`src/rtl/alu_pkg.sv`:
```
// Shared types for the multi-cycle ALU: opcode encoding, FSM states and
// the status flag bundle. The optional remainder op is enabled by ALU_REM_EN.
package alu_pkg;

  localparam int OP_W = 4;

  typedef enum logic [OP_W-1:0] {
    OP_ADD = 4'd0,
    OP_SUB = 4'd1,
    OP_MUL = 4'd2,
    OP_DIV = 4'd3,
    OP_AND = 4'd4,
    OP_OR  = 4'd5,
    OP_XOR = 4'd6,
    OP_NOT = 4'd7,
    OP_INC = 4'd8,
    OP_DEC = 4'd9,
    OP_TNF = 4'd10,
    OP_REM = 4'd11
  } op_e;

  typedef enum logic [1:0] {
    IDLE,
    ITER,
    DONE
  } state_e;

  typedef struct packed {
    logic ovf;
    logic zero;
    logic neg;
    logic dz;
    logic ill;
  } flag_t;

endpackage

```
`src/rtl/alu_iter_muldiv.sv`:
```
// Iterative engine shared by MUL (shift-add on magnitudes) and DIV
// (restoring, unsigned). One step per cycle, WIDTH steps in total; the
// first step is taken on the start cycle itself so the product/quotient is
// ready WIDTH cycles after start. Used with or without ALU_REM_EN; hi holds
// the remainder after a divide.
module alu_iter_muldiv
  import alu_pkg::*;
#(
  parameter int WIDTH = 19
) (
  input  logic             clk,
  input  logic             rst,
  input  logic             start,
  input  logic             is_div,
  input  logic [WIDTH-1:0] a,
  input  logic [WIDTH-1:0] b,
  output logic             done,
  output logic [WIDTH-1:0] lo,
  output logic [WIDTH-1:0] hi
);

  localparam int CNT_W = $clog2(WIDTH + 1);

  logic             busy;
  logic [CNT_W-1:0] cnt;
  logic             div_r;
  logic [WIDTH-1:0] b_r;

  // One iteration: returns the next {hi, lo}.
  // MUL: hi accumulates the multiplicand when lo[0] is set, then the
  //      whole {carry, hi, lo} shifts right.
  // DIV: shift the next dividend bit into the partial remainder and keep
  //      the subtraction only if it does not borrow.
  function automatic logic [2*WIDTH-1:0] step(input logic div,
                                                input logic [WIDTH-1:0] h,
                                                input logic [WIDTH-1:0] l,
                                                input logic [WIDTH-1:0] d);
    logic [WIDTH:0] sum;
    logic [WIDTH:0] sh;
    logic [WIDTH:0] diff;
    if (div) begin
      sh   = {h, l[WIDTH-1]};
      diff = sh - {1'b0, d};
      if (diff[WIDTH]) return {sh[WIDTH-1:0], l[WIDTH-2:0], 1'b0};
      else             return {diff[WIDTH-1:0], l[WIDTH-2:0], 1'b1};
    end else begin
      sum = {1'b0, h} + {1'b0, (l[0] ? d : {WIDTH{1'b0}})};
      return {sum, l[WIDTH-1:1]};
    end
  endfunction

  assign done = busy && (cnt == '0);

  // Iteration control: count the remaining steps, drop busy once done is seen.
  always_ff @(posedge clk) begin
    if (rst) begin
      busy <= 1'b0;
      cnt  <= '0;
    end else if (start) begin
      busy <= 1'b1;
      cnt  <= CNT_W'(WIDTH - 1);
    end else if (busy) begin
      if (cnt == '0) busy <= 1'b0;
      else           cnt  <= cnt - CNT_W'(1);
    end
  end

  // Shift/accumulate datapath; operands are captured on start.
  always_ff @(posedge clk) begin
    if (start) begin
      {hi, lo} <= step(is_div, {WIDTH{1'b0}}, a, b);
      div_r    <= is_div;
      b_r      <= b;
    end else if (busy && (cnt != '0)) begin
      {hi, lo} <= step(div_r, hi, lo, b_r);
    end
  end

endmodule

```
`src/rtl/alu_multicycle.sv`:
```
// Clocked ALU between the AC/DR pair and AC write-back. Single-cycle
// arithmetic/logic ops plus iterative signed MUL and unsigned DIV, with a
// valid/ready handshake on both sides and registered result/flags.
// Define ALU_REM_EN to enable op 11 (REM); otherwise op 11 is illegal.
module alu_multicycle
  import alu_pkg::*;
#(
  parameter int WIDTH = 19
) (
  input  logic             clk,
  input  logic             rst,
  input  logic             in_valid,
  output logic             in_ready,
  input  logic [3:0]       op,
  input  logic [WIDTH-1:0] ac,
  input  logic [WIDTH-1:0] dr,
  output logic             out_valid,
  input  logic             out_ready,
  output logic [WIDTH-1:0] result,
  output logic             flag_ovf,
  output logic             flag_zero,
  output logic             flag_neg,
  output logic             flag_dz,
  output logic             flag_ill
);

  localparam logic signed [WIDTH-1:0] MAX_POS = {1'b0, {(WIDTH-1){1'b1}}};
  localparam logic signed [WIDTH-1:0] MIN_NEG = {1'b1, {(WIDTH-1){1'b0}}};
  localparam logic signed [WIDTH-1:0] ONE_S   = WIDTH'(1);

  state_e state;
  flag_t  flags;

  logic signed [WIDTH-1:0] a_s, b_s, sum_ab, diff_ab, inc_a, dec_a;
  logic [WIDTH-1:0]   sc_res;
  logic               sc_ovf, sc_dz, sc_ill;
  logic               iter_go, go_div, accept;
  logic [WIDTH-1:0]   it_a, it_b, it_lo, it_hi, div_res, fin_res;
  logic               it_done, fin_ovf;
  logic               neg_r, div_r;
  logic [2*WIDTH-1:0] prod_u, prod_s;
`ifdef ALU_REM_EN
  logic               rem_r;
`endif

  function automatic logic add_ovf(input logic signed [WIDTH-1:0] x, y, s);
    return (x[WIDTH-1] == y[WIDTH-1]) && (s[WIDTH-1] != x[WIDTH-1]);
  endfunction

  function automatic logic sub_ovf(input logic signed [WIDTH-1:0] x, y, d);
    return (x[WIDTH-1] != y[WIDTH-1]) && (d[WIDTH-1] != x[WIDTH-1]);
  endfunction

  // Magnitude of a signed value; the most negative value maps to 2^(WIDTH-1).
  function automatic logic [WIDTH-1:0] mag(input logic signed [WIDTH-1:0] x);
    logic [WIDTH-1:0] r;
    r = x[WIDTH-1] ? -x : x;
    return r;
  endfunction

  // Product fits the result only if its top WIDTH+1 bits are a pure sign run.
  function automatic logic mul_ovf(input logic [2*WIDTH-1:0] p);
    return !((&p[2*WIDTH-1:WIDTH-1]) || !(|p[2*WIDTH-1:WIDTH-1]));
  endfunction

  function automatic flag_t mk_flags(input logic [WIDTH-1:0] r,
                                     input logic ovf, dz, ill);
    flag_t f;
    f.ovf  = ovf;
    f.zero = (r == '0);
    f.neg  = r[WIDTH-1];
    f.dz   = dz;
    f.ill  = ill;
    return f;
  endfunction

  assign a_s     = ac;
  assign b_s     = dr;
  assign sum_ab  = a_s + b_s;
  assign diff_ab = a_s - b_s;
  assign inc_a   = a_s + ONE_S;
  assign dec_a   = a_s - ONE_S;

  assign in_ready  = (state == IDLE) || ((state == DONE) && out_ready);
  assign accept    = in_valid && in_ready;
  assign out_valid = (state == DONE);

  assign flag_ovf  = flags.ovf;
  assign flag_zero = flags.zero;
  assign flag_neg  = flags.neg;
  assign flag_dz   = flags.dz;
  assign flag_ill  = flags.ill;

  // Decode: single-cycle results, or a request to start the iterative engine.
  always_comb begin
    sc_res  = '0;
    sc_ovf  = 1'b0;
    sc_dz   = 1'b0;
    sc_ill  = 1'b0;
    iter_go = 1'b0;
    go_div  = 1'b1;
    case (op)
      OP_ADD: begin sc_res = sum_ab;  sc_ovf = add_ovf(a_s, b_s, sum_ab);  end
      OP_SUB: begin sc_res = diff_ab; sc_ovf = sub_ovf(a_s, b_s, diff_ab); end
      OP_MUL: begin iter_go = 1'b1; go_div = 1'b0; end
      OP_DIV: begin
        if (dr == '0) sc_dz   = 1'b1;
        else          iter_go = 1'b1;
      end
      OP_AND: sc_res = ac & dr;
      OP_OR:  sc_res = ac | dr;
      OP_XOR: sc_res = ac ^ dr;
      OP_NOT: sc_res = ~dr;
      OP_INC: begin sc_res = inc_a; sc_ovf = (a_s == MAX_POS); end
      OP_DEC: begin sc_res = dec_a; sc_ovf = (a_s == MIN_NEG); end
      OP_TNF: sc_res = dr;
`ifdef ALU_REM_EN
      OP_REM: begin
        if (dr == '0) sc_dz   = 1'b1;
        else          iter_go = 1'b1;
      end
`endif
      default: sc_ill = 1'b1;
    endcase
  end

  // MUL runs on magnitudes; DIV/REM take the raw unsigned operands.
  assign it_a = go_div ? ac : mag(a_s);
  assign it_b = go_div ? dr : mag(b_s);

  alu_iter_muldiv #(.WIDTH(WIDTH)) u_iter (
    .clk    (clk),
    .rst    (rst),
    .start  (accept && iter_go),
    .is_div (go_div),
    .a      (it_a),
    .b      (it_b),
    .done   (it_done),
    .lo     (it_lo),
    .hi     (it_hi)
  );

  assign prod_u = {it_hi, it_lo};
  assign prod_s = neg_r ? -prod_u : prod_u;

`ifdef ALU_REM_EN
  assign div_res = rem_r ? it_hi : it_lo;
`else
  assign div_res = it_lo;
`endif

  assign fin_res = div_r ? div_res : prod_s[WIDTH-1:0];
  assign fin_ovf = div_r ? 1'b0 : mul_ovf(prod_s);

  // Control FSM with registered result/flags; DONE can drain and accept at once.
  always_ff @(posedge clk) begin
    if (rst) begin
      state  <= IDLE;
      result <= '0;
      flags  <= '0;
    end else begin
      case (state)
        IDLE, DONE: begin
          if (accept) begin
            if (iter_go) begin
              state <= ITER;
            end else begin
              state  <= DONE;
              result <= sc_res;
              flags  <= mk_flags(sc_res, sc_ovf, sc_dz, sc_ill);
            end
          end else if ((state == DONE) && out_ready) begin
            state <= IDLE;
          end
        end
        ITER: begin
          if (it_done) begin
            state  <= DONE;
            result <= fin_res;
            flags  <= mk_flags(fin_res, fin_ovf, 1'b0, 1'b0);
          end
        end
        default: state <= IDLE;
      endcase
    end
  end

  // Attributes of the op in flight, captured at accept so ac/dr may change.
  always_ff @(posedge clk) begin
    if (accept) begin
      neg_r <= ac[WIDTH-1] ^ dr[WIDTH-1];
      div_r <= go_div;
`ifdef ALU_REM_EN
      rem_r <= (op == OP_REM);
`endif
    end
  end

endmodule

```
`config.mk`:
```
export PLATFORM = sky130hd
export DESIGN_NAME = alu_multicycle
export DESIGN_NICKNAME = d
export VERILOG_FILES = /design/src/rtl/alu_pkg.sv /design/src/rtl/alu_iter_muldiv.sv /design/src/rtl/alu_multicycle.sv
export SDC_FILE = /design/constraint.sdc
export NUM_CORES = 1
export LEC_CHECK = 0
export BUFFER_PORTS_ARGS = -buffer_cell sky130_fd_sc_hd__buf_2
export CORE_ASPECT_RATIO = 1.25
export CORE_MARGIN = 4
export CORE_UTILIZATION = 55
export CTS_CLUSTER_DIAMETER = 80
export DETAILED_ROUTE_END_ITERATION = 6
export HOLD_SLACK_MARGIN = 0.03
export PLACE_DENSITY = 0.81
export SLEW_MARGIN = 30
export SYNTH_ARGS = -nofsm -noshare
export SYNTH_HDL_FRONTEND = slang
export SYNTH_SLANG_ARGS = --single-unit
```
`constraint.sdc`:
```
create_clock -name clk -period 5.4 [get_ports clk]
set_clock_uncertainty 0.15 [all_clocks]
set_input_delay 0 -clock clk [delete_from_list [all_inputs] [get_ports clk]]
set_output_delay 0 -clock clk [all_outputs]
set_load 0.005 [all_outputs]
```
**Yosys cells after proc, flatten, opt, wreduce, memory -nomap -nowiden**

Index checks and enable logic that the tools add are counted.
Widths: inputs -> output; s select.

- Add/subtract/negate cells: 11
- Equal/unequal tests: 23
- Multiplexer cells: 44
- Bitwise operators: 6
- Reductions and logical operators: 30

Operators by type and width:

| kind | count |
|---|---|
| $mux 19 | 14 |
| $mux 38 | 5 |
| $pmux 19 s9 | 1 |
| $logic_not 19->1 | 3 |
| $eq 19x19->1 const B | 2 |
| $neg 19->19 | 2 |
| $neg 38->38 | 1 |
| $pmux 19 s2 | 1 |
| $mux 5 | 6 |
| $add 19x19->20 | 1 |
| $reduce_and 20->1 | 1 |
| $reduce_or 20->1 | 1 |
| $sub 1x19->20 | 1 |
| $sub 20x19->20 | 1 |
| $add 19x19->19 | 1 |
| $add 19x2->19 const B | 1 |
| $and 19x19->19 | 1 |
| $not 19->19 | 1 |
| $or 19x19->19 | 1 |
| $sub 19x19->19 | 1 |
| $sub 19x2->19 const B | 1 |
| $xor 19x19->19 | 1 |
| $eq 4x3->1 const B | 4 |
| $eq 4x4->1 const B | 3 |
| 30 further kinds | 59 |

- Register bits: 92

**Logic depth before layout (Yosys ltp)**

- Depth in word-level cells: 9
- Gate-level depth with buffers: 16
- Mapped depth without buffers: 14

**By module**

A second synthesis with hierarchy kept.

- Cell total of the unflattened synthesis: 1,698
- Area total of the unflattened synthesis: 12,786.0 um2

By module, submodules not included:

| module | instances | cells an instance | area each (um2) | sequential area each (um2) |
|---|---|---|---|---|
| alu_multicycle | 1 | 1,136 | 7,573.5 | 560.5 |
| alu_iter_muldiv | 1 | 562 | 5,212.5 | 1,861.8 |

**Least setup slack after synthesis**

No wires, ideal clock.

- Path type: reg2reg
- Start point: register u_iter.lo[0]
- End point: register flags (netlist bit flag_ovf)
- Library setup time: 138 ps
- Arrival: 3,657 ps
- Required time: 5,112 ps
- Path slack: 1,455 ps
- Cell stages (with the launch flop): 16
- Cell sequence: edfxtp_1 > clkinv_1 > clkbuf_1 > ha_1 > nor2b_1 > nand4_1 > clkbuf_1 > or2_1 > buf_6 > or4_4 > a211oi_2 > o22ai_1 > or4_1 > or3_1 > nand3_1 > a41oi_1

- Longest elaborated chain between the ends: 9
- Elaborated cells on any way between the ends: 10

RTL lines:

| what | RTL line | source |
|---|---|---|
| from (decl) | alu_iter_muldiv.sv:18 | `output logic [WIDTH-1:0] lo,` |
| from (signal assigned) | alu_iter_muldiv.sv:71 | `{hi, lo} <= step(is_div, {WIDTH{1'b0}}, a, b);` |
| from (signal assigned) | alu_iter_muldiv.sv:75 | `{hi, lo} <= step(div_r, hi, lo, b_r);` |
| $neg 38->38 (*) | alu_multicycle.sv:144 | `assign prod_s = neg_r ? -prod_u : prod_u;` |
| $mux 38 (*) | alu_multicycle.sv:144 |  |
| $reduce_or 20->1 | alu_multicycle.sv:63 | `return !((&p[2*WIDTH-1:WIDTH-1]) \|\| !(\|p[2*WIDTH-1:WIDTH-1]));` |
| $logic_not 1->1 | alu_multicycle.sv:63 |  |
| $logic_or 1x1->1 (*) | alu_multicycle.sv:63 |  |
| $logic_not 1->1 (*) | alu_multicycle.sv:63 |  |
| $mux 1 (*) | alu_multicycle.sv:153 | `assign fin_ovf = div_r ? 1'b0 : mul_ovf(prod_s);` |
| $mux 5 (*) | alu_multicycle.sv:177 | `if (it_done) begin` |
| $pmux 5 s2 (*) | alu_multicycle.sv:162 | `case (state)` |
| to (signal assigned) | alu_multicycle.sv:170 | `flags <= mk_flags(sc_res, sc_ovf, sc_dz, sc_ill);` |
| to (signal assigned) | alu_multicycle.sv:180 | `flags <= mk_flags(fin_res, fin_ovf, 1'b0, 1'b0);` |
| to (decl) | alu_multicycle.sv:32 | `flag_t flags;` |

Mark *: on every way between the ends. The rest lies on a longest branch, timed or not. The select of a mux whose other input is x is not followed.
A chain may end at the register's enable or synchronous reset.

**Final worst setup path**

- Start point: input port ac[0]
- End point: register u_iter.hi[10], data pin

- Longest elaborated chain between the ends: 7
- Elaborated cells on any way between the ends: 8

RTL lines:

| what | RTL line | source |
|---|---|---|
| from (decl) | alu_multicycle.sv:15 | `input logic [WIDTH-1:0] ac,` |
| $neg 19->19 | alu_multicycle.sv:57 | `r = x[WIDTH-1] ? -x : x;` |
| $mux 19 | alu_multicycle.sv:57 |  |
| $mux 19 (*) | alu_multicycle.sv:128 | `assign it_a = go_div ? ac : mag(a_s);` |
| $sub 1x19->20 | alu_iter_muldiv.sv:43 | `diff = sh - {1'b0, d};` |
| $mux 38 | alu_iter_muldiv.sv:44 | `if (diff[WIDTH]) return {sh[WIDTH-1:0], l[WIDTH-2:0], 1'b0};` |
| $mux 38 (*) | alu_iter_muldiv.sv:41 | `if (div) begin` |
| $mux 19 (*) | alu_iter_muldiv.sv:70 | `if (start) begin` |
| to (signal assigned) | alu_iter_muldiv.sv:71 |  |
| to (signal assigned) | alu_iter_muldiv.sv:75 |  |
| to (decl) | alu_iter_muldiv.sv:19 | `output logic [WIDTH-1:0] hi` |

Mark *: on every way between the ends. The rest lies on a longest branch, timed or not.

==> flow_metrics.tcl <==
set metrics [dict create \
    grtUsageMet1_pct 43.1 \
    max_freq_ghz 0.223 \
    numCtsBuffers 9 \
    min_from "ac[11]" \
    p_sw_share_pct 38.2 \
    finalNonFillerCells 2006 \
    ys_ff_latch 91 \
    antenna_found_initial 0 \
    cp-end-kind "flop" \
    hold_violations 0 \
    rows 62 \
    chipHeight_um 178 \
    cts_sinks 91 \
    postCtsResizedCells 0 \
    tritoncts "built" \
    grt_pass1_vias 13194 \
    synthCells 1706 \
    grt_overflow 0 \
    critical_path_arrival_ps 4530 \
    grtUsageMet2_pct 59.1 \
    p_sw_uw 854 \
    worstSetupPathType "input port to flop" \
    initial_utilization_pct 55.7 \
    top_usage_layer "met2" \
    layout-drive-gt1-share_pct 9.37 \
    fin_crit_sh_pct 83.1 \
    synth_fp_nets 1858 \
    syn-cell-area_mm2 0.0128 \
    grt_usage_pct 35.9 \
    n_antenna_cell 0 \
    worst_ep_required_time_ps 5450 \
    drt_iter0_markers 1515 \
    p_comb_share_pct 36.0 \
    die-area_mm2 0.0257 \
    dr.pass1.iters 7 \
    worstMarginPinSlew_ps 1060 \
    synthArstFlopShare_pct 0 \
    gr-usage-met3_pct 4.37 \
    wire_per_inst_um 23.5 \
    synthFlopType "edfxtp_1" \
    setup_viol 0 \
    fp.dieW_um 144 \
    routabilityCongestion 1.03 \
    drc 4 \
    cts_max_level 3 \
    slew-limit-headroom_pct 28.1 \
    antenna_left 0 \
    clock_path_buffers 2 \
    slew_violations 0 \
    vias 13970 \
    clkTransAtPathRegs_ps 80 \
    p_int_uw 1380 \
    p_clk_share_pct 28.5 \
    avgViaCountPerCell 6.96 \
    hold_class "input port to flop" \
    core_mm2 0.0229 \
    min_period_ps 4480 \
    portBuffers 71 \
    cts-root-buf "clkbuf_16" \
    outcome "complete, but fails checks" \
    powerDensity_mw_per_mm2 163 \
    p_leak_uw 0.00536 \
    critPathLaunchType "input port" \
    grt_max_degree 37 \
    clk_latency_ps 360 \
    yosys_warnings 0 \
    num-nets-final 1865 \
    rsz0062_at_grt "no" \
    syn_avg_cell_area_um2 7.47 \
    drt_wl_total_um 47200 \
    fin_util_pct 59.9 \
    synth_seq_area_share_pct 19.0 \
    io-pin-count 72 \
    synth_cell_types 82 \
    synth-edff-count 60 \
    drv_cap 0 \
    area_delta_synth_final_pct 7.54 \
    dp_hpwl_um 36400 \
    reg2reg_slack_ps 930 \
    hold_ws_ps 62.6 \
    place_ws_ps 1020 \
    p_seq_share_pct 35.4 \
    critPathMaxFanout 10 \
    r2r_start "u_iter.lo[0]$_DFFE_PP_" \
    setup_tns_ps 0 \
    violations "DRC" \
    crit_start "ac[0]" \
    vdd_drop_max_mv 0.133 \
    dp_cells 1977 \
    grt_pass1_wl_um 72400 \
    worst_slack_ps 915 \
]
-- synthesized netlist by cell type (7+ instances only) --
cell	count	area share (%)
nand4_1	19	0.93
a22oi_1	13	0.77
mux2i_1	54	4.2
nor2b_1	21	1.0
a31oi_1	29	1.4
o22ai_1	8	0.39
or3_1	40	2.0
a21oi_1	110	4.3
xor2_1	22	1.5
dfxtp_1	31	4.9
nor3_1	56	2.2
a211oi_1	38	2.2
nor4_1	37	1.8
nand2b_1	14	0.69
a311oi_1	7	0.48
o211ai_1	40	2.4
a21o_1	17	1.0
clkbuf_1	107	3.1
edfxtp_1	60	14
nand3_1	56	2.2
or2_2	11	0.54
ha_1	102	10
nand2_1	127	3.7
and3_1	9	0.44
o41ai_1	11	0.76
or4_1	17	1.0
inv_1	121	3.6
nor2_1	149	4.4
a2111oi_0	9	0.62
o221ai_1	9	0.62
o31ai_1	14	0.82
o21bai_1	12	0.71
xnor2_1	82	5.6
mux4_2	11	1.9
nor4b_1	7	0.48
o21a_1	9	0.53
buf_1	9	0.26
o21ai_0	106	4.2
a41oi_1	8	0.55
-- cells by family (layout without fill, tap and decap cells) --
family / count (synthesis) / in the layout / share of synthesized area [%]
AND/OR/NAND/NOR: 591 / 591 / 23.3
adder cells (fa/ha/maj): 106 / 106 / 10.6
flip-flops: 91 / 91 / 19.0
XOR/XNOR: 104 / 104 / 7.14
multiplexers: 66 / 66 / 6.27
buffers and inverters: 245 / 257 / 7.31
AO/OA/AOI/OAI: 503 / 503 / 26.4
-- through the flow --
step,instance area (µm²),total power (µW)
after CTS,13700,2210
after floorplan,12800,1330
after global placement,13300,1570
after detailed placement,13300,1570
final,13700,2240
after global routing,13700,2320
-- per-layer routing --
layer,vias up,part of all wire [%]
met4,0,8.3
met2,840,47
li1,6367,-
met1,6544,37
met3,219,7.8
met5,-,0
-- power groups by stage --
stage | combinational [µW] | clock [µW] | sequential, µW
floorplan | 528 | 0 | 798
global placement | 759 | 0 | 806
detailed placement | 766 | 0 | 807
CTS | 779 | 637 | 792
global route | 862 | 668 | 795
finish | 806 | 638 | 792
-- path summary, 6_finish.rpt --
kind,end,cells after the start
worst max-delay path,u_iter.hi[10]$_DFFE_PP_,16
worst min-delay path,u_iter.lo[12]$_DFFE_PP_,3
worst max register to register,flag_ovf$_SDFFE_PP0P_,12
worst min register to register,result[4]$_SDFFE_PP0P_,2
-- state kept, by name (all words and copies together) (netlist names) --
signal and cells:
result 19, u_iter.b_r 19, u_iter.hi 19, u_iter.lo 19, u_iter.cnt 5, state 2
div_r 1, flag_dz 1, flag_ill 1, flag_ovf 1, flag_zero 1, neg_r 1
u_iter.busy 1, u_iter.div_r 1
-- layout make-up --
class / count / area, µm²
multi-input cells: 1370 / 9450
fillers: 2116 / 9170
flip-flops and latches: 91 / 2420
repair buffers: 115 / 718
inverters: 126 / 473
well taps: 288 / 360
clock buffers: 9 / 225
clock inverters: 7 / 63.8
-- critical path, stage by stage --
cell	delay [ps]
dlygate4sd3_1	530
buf_2	200
inv_1	190
ha_1	320
nand4_1	230
nor3_1	330
nand2_1	150
nor3_1	310
o21ai_0	180
ha_1	240
or4_1	520
nor4_1	320
nand4_1	170
or3_1	500
a21boi_0	180
o21ai_0	160
-- repair_timing --
| item | 4_1_cts | 5_1_grt |
|---|---|---|
| hold buffers | 13 | 0 |
| endpoints found under the hold margin | 35 | 0 |
| buffers inserted | 0 | 0 |
-- cell usage in the layout (no fill, tap or decap), types with 28 or more instances in the layout --
cell,count
nor2_1,149
nand2_1,127
inv_1,121
a21oi_1,110
o21ai_0,106
ha_1,102
xnor2_1,82
buf_2,71
edfxtp_1,60
nor3_1,56
nand3_1,56
mux2i_1,54
or3_1,40
o211ai_1,40
a211oi_1,38
nor4_1,37
dfxtp_1,31
buf_4,31
a31oi_1,28
No activity file was read; power rests on OpenSTA's default activity.
